==> config.mk <==
export PLATFORM = sky130hd
export DESIGN_NAME = i2s_delay_sched_flat
export DESIGN_NICKNAME = d
export VERILOG_FILES = /design/src/rtl/i2s_delay_sched_if.sv /design/src/rtl/i2s_delay_sched.sv /design/src/flat_wrapper.sv
export SDC_FILE = /design/constraint.sdc
export NUM_CORES = 1
export LEC_CHECK = 0
export CAP_MARGIN = 5
export CORE_UTILIZATION = 47
export DETAILED_ROUTE_END_ITERATION = 12
export GPL_ROUTABILITY_DRIVEN = 0
export HOLD_SLACK_MARGIN = 0.05
export PLACE_DENSITY = 0.84
export SETUP_SLACK_MARGIN = 0.02
export SYNTH_ARGS = -nofsm -noshare
export SYNTH_HDL_FRONTEND = slang
export SYNTH_SLANG_ARGS = --single-unit
==> constraint.sdc <==
create_clock -name clk -period 2 [get_ports clk]
set_clock_uncertainty 0.05 [all_clocks]
set_input_delay 0.3 -clock clk [delete_from_list [all_inputs] [get_ports clk]]
set_output_delay 0.3 -clock clk [all_outputs]
set_load 0.01 [all_outputs]
==> src/rtl/i2s_delay_sched_if.sv <==
// rtl/i2s_delay_sched_if.sv - delay-change request bus between control masters and i2s_delay_sched
interface i2s_delay_sched_if #(
  parameter int n_req = 2,
  parameter int dw    = 1
);
  logic [n_req-1:0]    req_valid;
  logic [n_req-1:0]    req_chan;
  logic [n_req*dw-1:0] req_delay;
  logic [n_req-1:0]    req_ready;

  modport master (output req_valid, req_chan, req_delay, input req_ready);
  modport slave  (input req_valid, req_chan, req_delay, output req_ready);
endinterface

==> src/rtl/i2s_delay_sched.sv <==
// rtl/i2s_delay_sched.sv - I2S frame lock, round-robin delay update arbiter, slot-aligned apply
// Optional lock timeout: define I2S_DELAY_SCHED_TIMEOUT_EN.
module i2s_delay_sched #(
  parameter int w_delay   = 32,
  parameter int max_delay = 1,
  parameter int n_req     = 2,
  localparam int DW = $clog2(max_delay + 1),
  localparam int BW = $clog2(w_delay + 1)
) (
  input  logic             clk,
  input  logic             rst,
  input  logic             bclk,
  input  logic             lrclk,
  i2s_delay_sched_if.slave req,
  output logic [DW-1:0]    delay_l,
  output logic [DW-1:0]    delay_r,
  output logic             lock,
  output logic             slot_start,
  output logic             chan,
  output logic [BW-1:0]    bit_cnt,
  output logic             range_err
);
  localparam int RW = (n_req > 1) ? $clog2(n_req) : 1;

  typedef enum logic [1:0] {ST_UNLOCKED, ST_OFFSET, ST_SLOT} state_t;

  state_t        state_q, state_d;
  logic          bclk_prev;
  logic          lr_s;
  logic          fall, rise, lr_chg, timeout;
  logic          started;
  logic [RW-1:0] rr;
  logic          xfer;
  logic [RW-1:0] gnt_idx;
  logic          xfer_chan;
  logic [DW-1:0] xfer_val;
  logic [DW-1:0] pend_l, pend_r;
  logic          pv_l, pv_r;
  int            scan_idx;
  logic [DW-1:0] req_val [n_req];

  assign fall   = bclk_prev & ~bclk;
  assign rise   = ~bclk_prev & bclk;
  assign lr_chg = fall & (lrclk ^ lr_s);

`ifdef I2S_DELAY_SCHED_TIMEOUT_EN
  localparam int TW = $clog2(2 * w_delay + 1);
  logic [TW-1:0] tmo_cnt;

  always_ff @(posedge clk) begin
    if (rst || state_q != ST_SLOT || lr_chg) begin
      tmo_cnt <= '0;
    end else if (fall) begin
      tmo_cnt <= tmo_cnt + 1'b1;
    end
  end

  // Fires on the 2*w_delay-th fall spent in SLOT without an lrclk change.
  assign timeout = (state_q == ST_SLOT) && fall && !lr_chg && (tmo_cnt == TW'(2 * w_delay - 1));
`else
  assign timeout = 1'b0;
`endif

  always_comb begin
    state_d = state_q;
    unique case (state_q)
      ST_UNLOCKED: if (lr_chg) state_d = ST_OFFSET;
      ST_OFFSET:   if (fall) state_d = ST_SLOT;
      ST_SLOT: begin
        if (lr_chg) begin
          state_d = ST_OFFSET;
        end else if (timeout) begin
          state_d = ST_UNLOCKED;
        end
      end
      default:     state_d = ST_UNLOCKED;
    endcase
  end

  assign lock       = (state_q != ST_UNLOCKED);
  assign slot_start = ~rst & (state_q == ST_SLOT) & rise & ~started;

  always_ff @(posedge clk) begin
    bclk_prev <= bclk;
    if (rst) begin
      state_q <= ST_UNLOCKED;
      lr_s    <= lrclk;
      chan    <= 1'b0;
      bit_cnt <= '0;
      started <= 1'b0;
    end else begin
      state_q <= state_d;
      if (fall) lr_s <= lrclk;
      if (state_q != ST_OFFSET && state_d == ST_OFFSET) begin
        chan    <= lrclk;
        bit_cnt <= '0;
        started <= 1'b0;
      end else if (state_q == ST_SLOT && rise) begin
        started <= 1'b1;
        if (!started) begin
          bit_cnt <= BW'(1);
        end else if (bit_cnt != BW'(w_delay)) begin
          bit_cnt <= bit_cnt + 1'b1;
        end
      end
    end
  end

  for (genvar g = 0; g < n_req; g++) begin : g_req_val
    assign req_val[g] = req.req_delay[g*DW +: DW];
  end

  // First valid requester at or after rr, wrapping.
  always_comb begin
    req.req_ready = '0;
    xfer          = 1'b0;
    gnt_idx       = '0;
    scan_idx      = 0;
    if (!rst) begin
      for (int k = 0; k < n_req; k++) begin
        scan_idx = (int'(rr) + k) % n_req;
        if (!xfer && req.req_valid[RW'(scan_idx)]) begin
          xfer    = 1'b1;
          gnt_idx = RW'(scan_idx);
        end
      end
      req.req_ready[gnt_idx] = xfer;
    end
  end

  assign xfer_chan = req.req_chan[gnt_idx];
  assign xfer_val  = req_val[gnt_idx];

  // Apply is ordered before the transfer write so a same-cycle transfer stays pending.
  always_ff @(posedge clk) begin
    if (rst) begin
      rr        <= '0;
      pend_l    <= '0;
      pend_r    <= '0;
      pv_l      <= 1'b0;
      pv_r      <= 1'b0;
      delay_l   <= '0;
      delay_r   <= '0;
      range_err <= 1'b0;
    end else begin
      range_err <= xfer && (32'(xfer_val) > 32'(max_delay));
      if (xfer) rr <= (gnt_idx == RW'(n_req - 1)) ? '0 : gnt_idx + 1'b1;
      if (slot_start && !chan && pv_l) begin
        delay_l <= pend_l;
        pv_l    <= 1'b0;
      end
      if (slot_start && chan && pv_r) begin
        delay_r <= pend_r;
        pv_r    <= 1'b0;
      end
      if (xfer && !xfer_chan) begin
        pend_l <= xfer_val;
        pv_l   <= 1'b1;
      end
      if (xfer && xfer_chan) begin
        pend_r <= xfer_val;
        pv_r   <= 1'b1;
      end
    end
  end

endmodule
==> src/flat_wrapper.sv <==
// flat-port wrapper written by rule: the top's interface ports become plain ports
module i2s_delay_sched_flat 
#(
  parameter int w_delay   = 32,
  parameter int max_delay = 1,
  parameter int n_req     = 2,
  localparam int DW = $clog2(max_delay + 1),
  localparam int BW = $clog2(w_delay + 1)
)
  (clk, rst, bclk, lrclk, delay_l, delay_r, lock, slot_start, chan, bit_cnt, range_err, req_req_valid, req_req_chan, req_req_delay, req_req_ready);
  i2s_delay_sched_if #(.n_req(n_req)) req_i ();
  input  logic clk;
  input  logic rst;
  input  logic bclk;
  input  logic lrclk;
  output logic [DW-1:0] delay_l;
  output logic [DW-1:0] delay_r;
  output logic lock;
  output logic slot_start;
  output logic chan;
  output logic [BW-1:0] bit_cnt;
  output logic range_err;
  input wire logic [$bits(req_i.req_valid)-1:0] req_req_valid;
  input wire logic [$bits(req_i.req_chan)-1:0] req_req_chan;
  input wire logic [$bits(req_i.req_delay)-1:0] req_req_delay;
  output wire logic [$bits(req_i.req_ready)-1:0] req_req_ready;
  assign req_i.req_valid = req_req_valid;
  assign req_i.req_chan = req_req_chan;
  assign req_i.req_delay = req_req_delay;
  assign req_req_ready = req_i.req_ready;
  i2s_delay_sched #(.w_delay(w_delay), .max_delay(max_delay), .n_req(n_req)) u_core (.clk(clk), .rst(rst), .bclk(bclk), .lrclk(lrclk), .req(req_i), .delay_l(delay_l), .delay_r(delay_r), .lock(lock), .slot_start(slot_start), .chan(chan), .bit_cnt(bit_cnt), .range_err(range_err));
endmodule
==> metrics.log <==
[metrics] status: completed
[metrics] effective utilization at floorplan: 52.15%
[metrics] vias in the first global route: 829
[metrics] total standard cell area after synthesis: 939.7 um2
[metrics] share of synthesized cell area in and, or, nand and nor gates: 28.23%
[metrics] reg2reg path depth: 4
[metrics] standard cell area after detailed placement: 1237 um2
[metrics] Worst R2R End: u_core.bit_cnt[2]
[metrics] count of buffers inserted at the top-level ports: 21
[metrics] summed negative setup slack over all endpoints: 0 ps
[metrics] worst reg2reg startpoint: u_core.bit_cnt[2]
[metrics] Setup Fix Bufs, Post-CTS: 0
[metrics] cells after synthesis: 108
[metrics] fraction of layout cells with a size suffix above 1: 17.27%
[metrics] unrepaired setup endpoints after global routing: no
[metrics] largest family of logic cells by synthesized area: simple AND/OR/NAND/NOR gates
[metrics] Clock Pin Slew Worst Setup and Hold Paths: 100 ps
[metrics] clock latency on the worst-skew pair: 290 ps
[metrics] Largest register FFs: 6
[metrics] endpoint arrival time on the critical path: 1430 ps
[metrics] reported max-cap violation count: 0
[metrics] overall die height: 46.72 um
[metrics] Routed WL: 1945 um
[metrics] biggest regs: u_core.bit_cnt x6, u_core.state_q x2
[metrics] final count of pins violating max slew: 0
[metrics] crit-path max FO: 8
[metrics] iteration-0 DRC count of the detailed router: 10
[metrics] placeable core region: 1802 um2
[metrics] capturing element type of the critical path: primary output
[metrics] wire length of the first global-routing pass: 3201 um
[metrics] number of unique standard cell types used by synthesis: 38
[metrics] remaining global-route overflow: 0
[metrics] share of the synthesized netlist area taken by xor and xnor gates: 1.864%
[metrics] count of endpoints failing setup in the final report: 0
[metrics] die footprint: 2182 um2
[metrics] post-detailed-route via-to-cell ratio: 5.360
[metrics] synthesized flop and latch total: 19
[metrics] hold path endpoint: u_core.rr
[metrics] largest net degree at the start of global routing: 11
[metrics] area overhead of the layout relative to synthesis: 35.29%
[metrics] total track usage: 20.64%
[metrics] Avg WL per Cell: 11.86 um
[metrics] classification of the worst setup path: reg2out
[metrics] number of antenna diodes: 0
[metrics] final cell area excluding filler cells: 1271 um2
[metrics] vias after detailed routing: 879
[metrics] number of antenna violations at the first check in global routing: 0
[metrics] syn_nets: 120
[metrics] Layout Nets: 152
[metrics] peak supply drop: 479.7 uV
[metrics] Max Root-Sink Buffers: 2
[metrics] HPWL Detailed: 1532 um
[metrics] CTS tree: built
[metrics] count of synthesis-stage warnings from yosys: 0
[metrics] element type at the critical path start: flop
[metrics] worst setup slack for register-to-register paths: 280 ps
[metrics] Power Density: 539.1 nW/um2
[metrics] part of the Yosys area used for sequential elements: 41.54%
[metrics] total CTS buffers: 3
[metrics] worst path required time: 1650 ps
[metrics] total leakage power: 0.0005104 uW
[metrics] number of endpoints with negative hold slack in the final report: 0
[metrics] arithmetic-cell share of the synthesized area counting full adders, half adders and majority gates: 2.663%
[metrics] post-synthesis compound-gate area fraction: 14.78%
[metrics] Biggest register: u_core.bit_cnt
[metrics] final critical-path share of the clock period: 89.08%
[metrics] remaining design rule violation count: 0
[metrics] remaining antenna violation count: 0
[metrics] launch point of the worst hold path: rst
[metrics] die boundary width: 46.72 um
[metrics] highest achievable clock rate: 561.3 MHz
[metrics] number of sinks driven by the clock tree: 19
[metrics] mux cell area share after synthesis: 6.525%
[metrics] hold-critical path depth: 2
[metrics] IO Pins: 24
[metrics] average instance area after synthesis: 8.700 um2
[metrics] number of placement rows: 15
[metrics] maximum level of the CTS H-tree: 1
[metrics] Final Critical Period: 1782 ps
[metrics] clock root cell: sky130_fd_sc_hd__clkbuf_4
[metrics] TritonRoute pass-1 iters: 4
[metrics] count of fill cells added during filler insertion: 161
[metrics] worst min path class: in2reg
[metrics] WHS: 345.2 ps
==> cells in the final DEF, fill, tap and decap left out, drive strengths merged, types with 2 or more instances in the layout <==
cell type / count
or4: 2
nor2b: 2
dlymetal6s2s: 2
clkbuf: 4
nor2: 6
a21oi: 11
dfxtp: 18
ha: 2
nand2b: 4
nor3: 3
mux2i: 5
buf: 10
xnor2: 2
o21ai: 7
inv: 5
or2: 2
dlygate4sd2: 2
nand3: 4
nand2: 14
clkdlybuf4s50: 17
==> worst max-delay path by stage <==
stage,from,end,cells past startpoint
5_1_grt,u_core.state_q[0],slot_start,3
2_1_floorplan,u_core.bit_cnt[2],u_core.bit_cnt[2],4
3_3_place_gp,bclk,slot_start,4
4_1_cts,req_req_valid[0],req_req_ready[1],4
3_5_place_dp,bclk,slot_start,4
6_report,u_core.state_q[0],lock,2
==> per-layer routing <==
metal | global-route usage, % | routed length (um)
met3 | 2.353 | 89
met2 | 38.61 | 989
met4 | 8.571 | 12
met1 | 23.33 | 854
met5 | 0 | 0
==> cell families (layout without fill, tap and decap cells) <==
family          after synthesis  after routing
compound gates               23             23
buf+inv                       9             40
other cells                   1              1
fa+ha+maj                     2              2
xor+xnor                      2              2
mux                           6              6
simple gates                 46             46
flops                        19             19
==> report_power, final <==
group | leakage [uW] | total (uW) | internal (uW) | switching (uW)
logic | 0.000339 | 85.8 | 49.6 | 36.2
clock network | 0.0000150 | 191 | 77.5 | 113
registers | 0.000157 | 409 | 396 | 12.4
==> Yosys cell counts <==
| cell type | number | share of area [%] |
|---|---|---|
| sky130_fd_sc_hd__dfxtp_1 | 18 | 38 |
| sky130_fd_sc_hd__nand2_1 | 13 | 5.2 |
| sky130_fd_sc_hd__a21oi_1 | 10 | 5.3 |
| sky130_fd_sc_hd__nor2_1 | 6 | 2.4 |
| sky130_fd_sc_hd__o21ai_0 | 6 | 3.2 |
| sky130_fd_sc_hd__inv_1 | 5 | 2.0 |
| sky130_fd_sc_hd__mux2i_1 | 5 | 5.3 |
| sky130_fd_sc_hd__nand2b_1 | 4 | 2.7 |
| sky130_fd_sc_hd__nand3_1 | 4 | 2.1 |
| sky130_fd_sc_hd__clkbuf_1 | 3 | 1.2 |
| sky130_fd_sc_hd__nor3_1 | 3 | 1.6 |
| sky130_fd_sc_hd__ha_1 | 2 | 2.7 |
| sky130_fd_sc_hd__nor2b_1 | 2 | 1.3 |
| sky130_fd_sc_hd__or2_2 | 2 | 1.3 |
| sky130_fd_sc_hd__xnor2_1 | 2 | 1.9 |
| sky130_fd_sc_hd__a21oi_2 | 1 | 0.93 |
| sky130_fd_sc_hd__a31o_2 | 1 | 0.93 |
| sky130_fd_sc_hd__and2_1 | 1 | 0.67 |
| sky130_fd_sc_hd__and2b_1 | 1 | 0.80 |
| sky130_fd_sc_hd__and4bb_4 | 1 | 1.7 |
| sky130_fd_sc_hd__buf_4 | 1 | 0.80 |
| sky130_fd_sc_hd__conb_1 | 1 | 0.40 |
| sky130_fd_sc_hd__edfxtp_1 | 1 | 3.2 |
| sky130_fd_sc_hd__mux2_2 | 1 | 1.2 |
| sky130_fd_sc_hd__nand2_2 | 1 | 0.67 |
| sky130_fd_sc_hd__nand3b_1 | 1 | 0.80 |
| sky130_fd_sc_hd__nand4_1 | 1 | 0.67 |
| sky130_fd_sc_hd__nand4b_1 | 1 | 0.93 |
| sky130_fd_sc_hd__nand4bb_1 | 1 | 1.2 |
| sky130_fd_sc_hd__o2111ai_1 | 1 | 0.93 |
| sky130_fd_sc_hd__o21a_1 | 1 | 0.80 |
| sky130_fd_sc_hd__o21ai_2 | 1 | 0.93 |
| sky130_fd_sc_hd__o311ai_0 | 1 | 0.93 |
| sky130_fd_sc_hd__o31ai_1 | 1 | 0.80 |
| sky130_fd_sc_hd__or3_1 | 1 | 0.67 |
| sky130_fd_sc_hd__or4_1 | 1 | 0.80 |
| sky130_fd_sc_hd__or4_4 | 1 | 1.2 |
| sky130_fd_sc_hd__or4b_4 | 1 | 1.5 |
==> metrics by stage <==
stage	total power, uW	util (%)	std cells	setup WS, ps
after detailed placement	503.5	68.68	160	-96.56
after global routing	715.2	70.56	164	144.5
after floorplan	460.3	-	108	337.3
after global placement	500.5	68.68	160	-85.02
final	685.3	70.56	164	218.4
after CTS	691.6	70.28	164	25.46
==> critical path, cell delays in order, from the launching register on <==
cell	delay (ps)
sky130_fd_sc_hd__dfxtp_1	380
sky130_fd_sc_hd__or2_2	290
sky130_fd_sc_hd__clkdlybuf4s50_1	480
==> repair_timing <==
action,CTS,global route
hold buffers,0,0
gates resized for setup,3,2
setup endpoints to repair,2,2
==> area by class of cell <==
cell class                      instances  area [um2]  share of cell area (%)
Inverter                                5       18.77                   1.476
Timing Repair Buffer                   31       287.8                   22.64
Clock buffer                            4       26.28                   2.067
Multi-Input combinational cell         80       516.7                   40.65
Tap cell                               25       31.28                   2.461
Sequential cell                        19       390.4                   30.71
(Power assumes the default switching activity.)
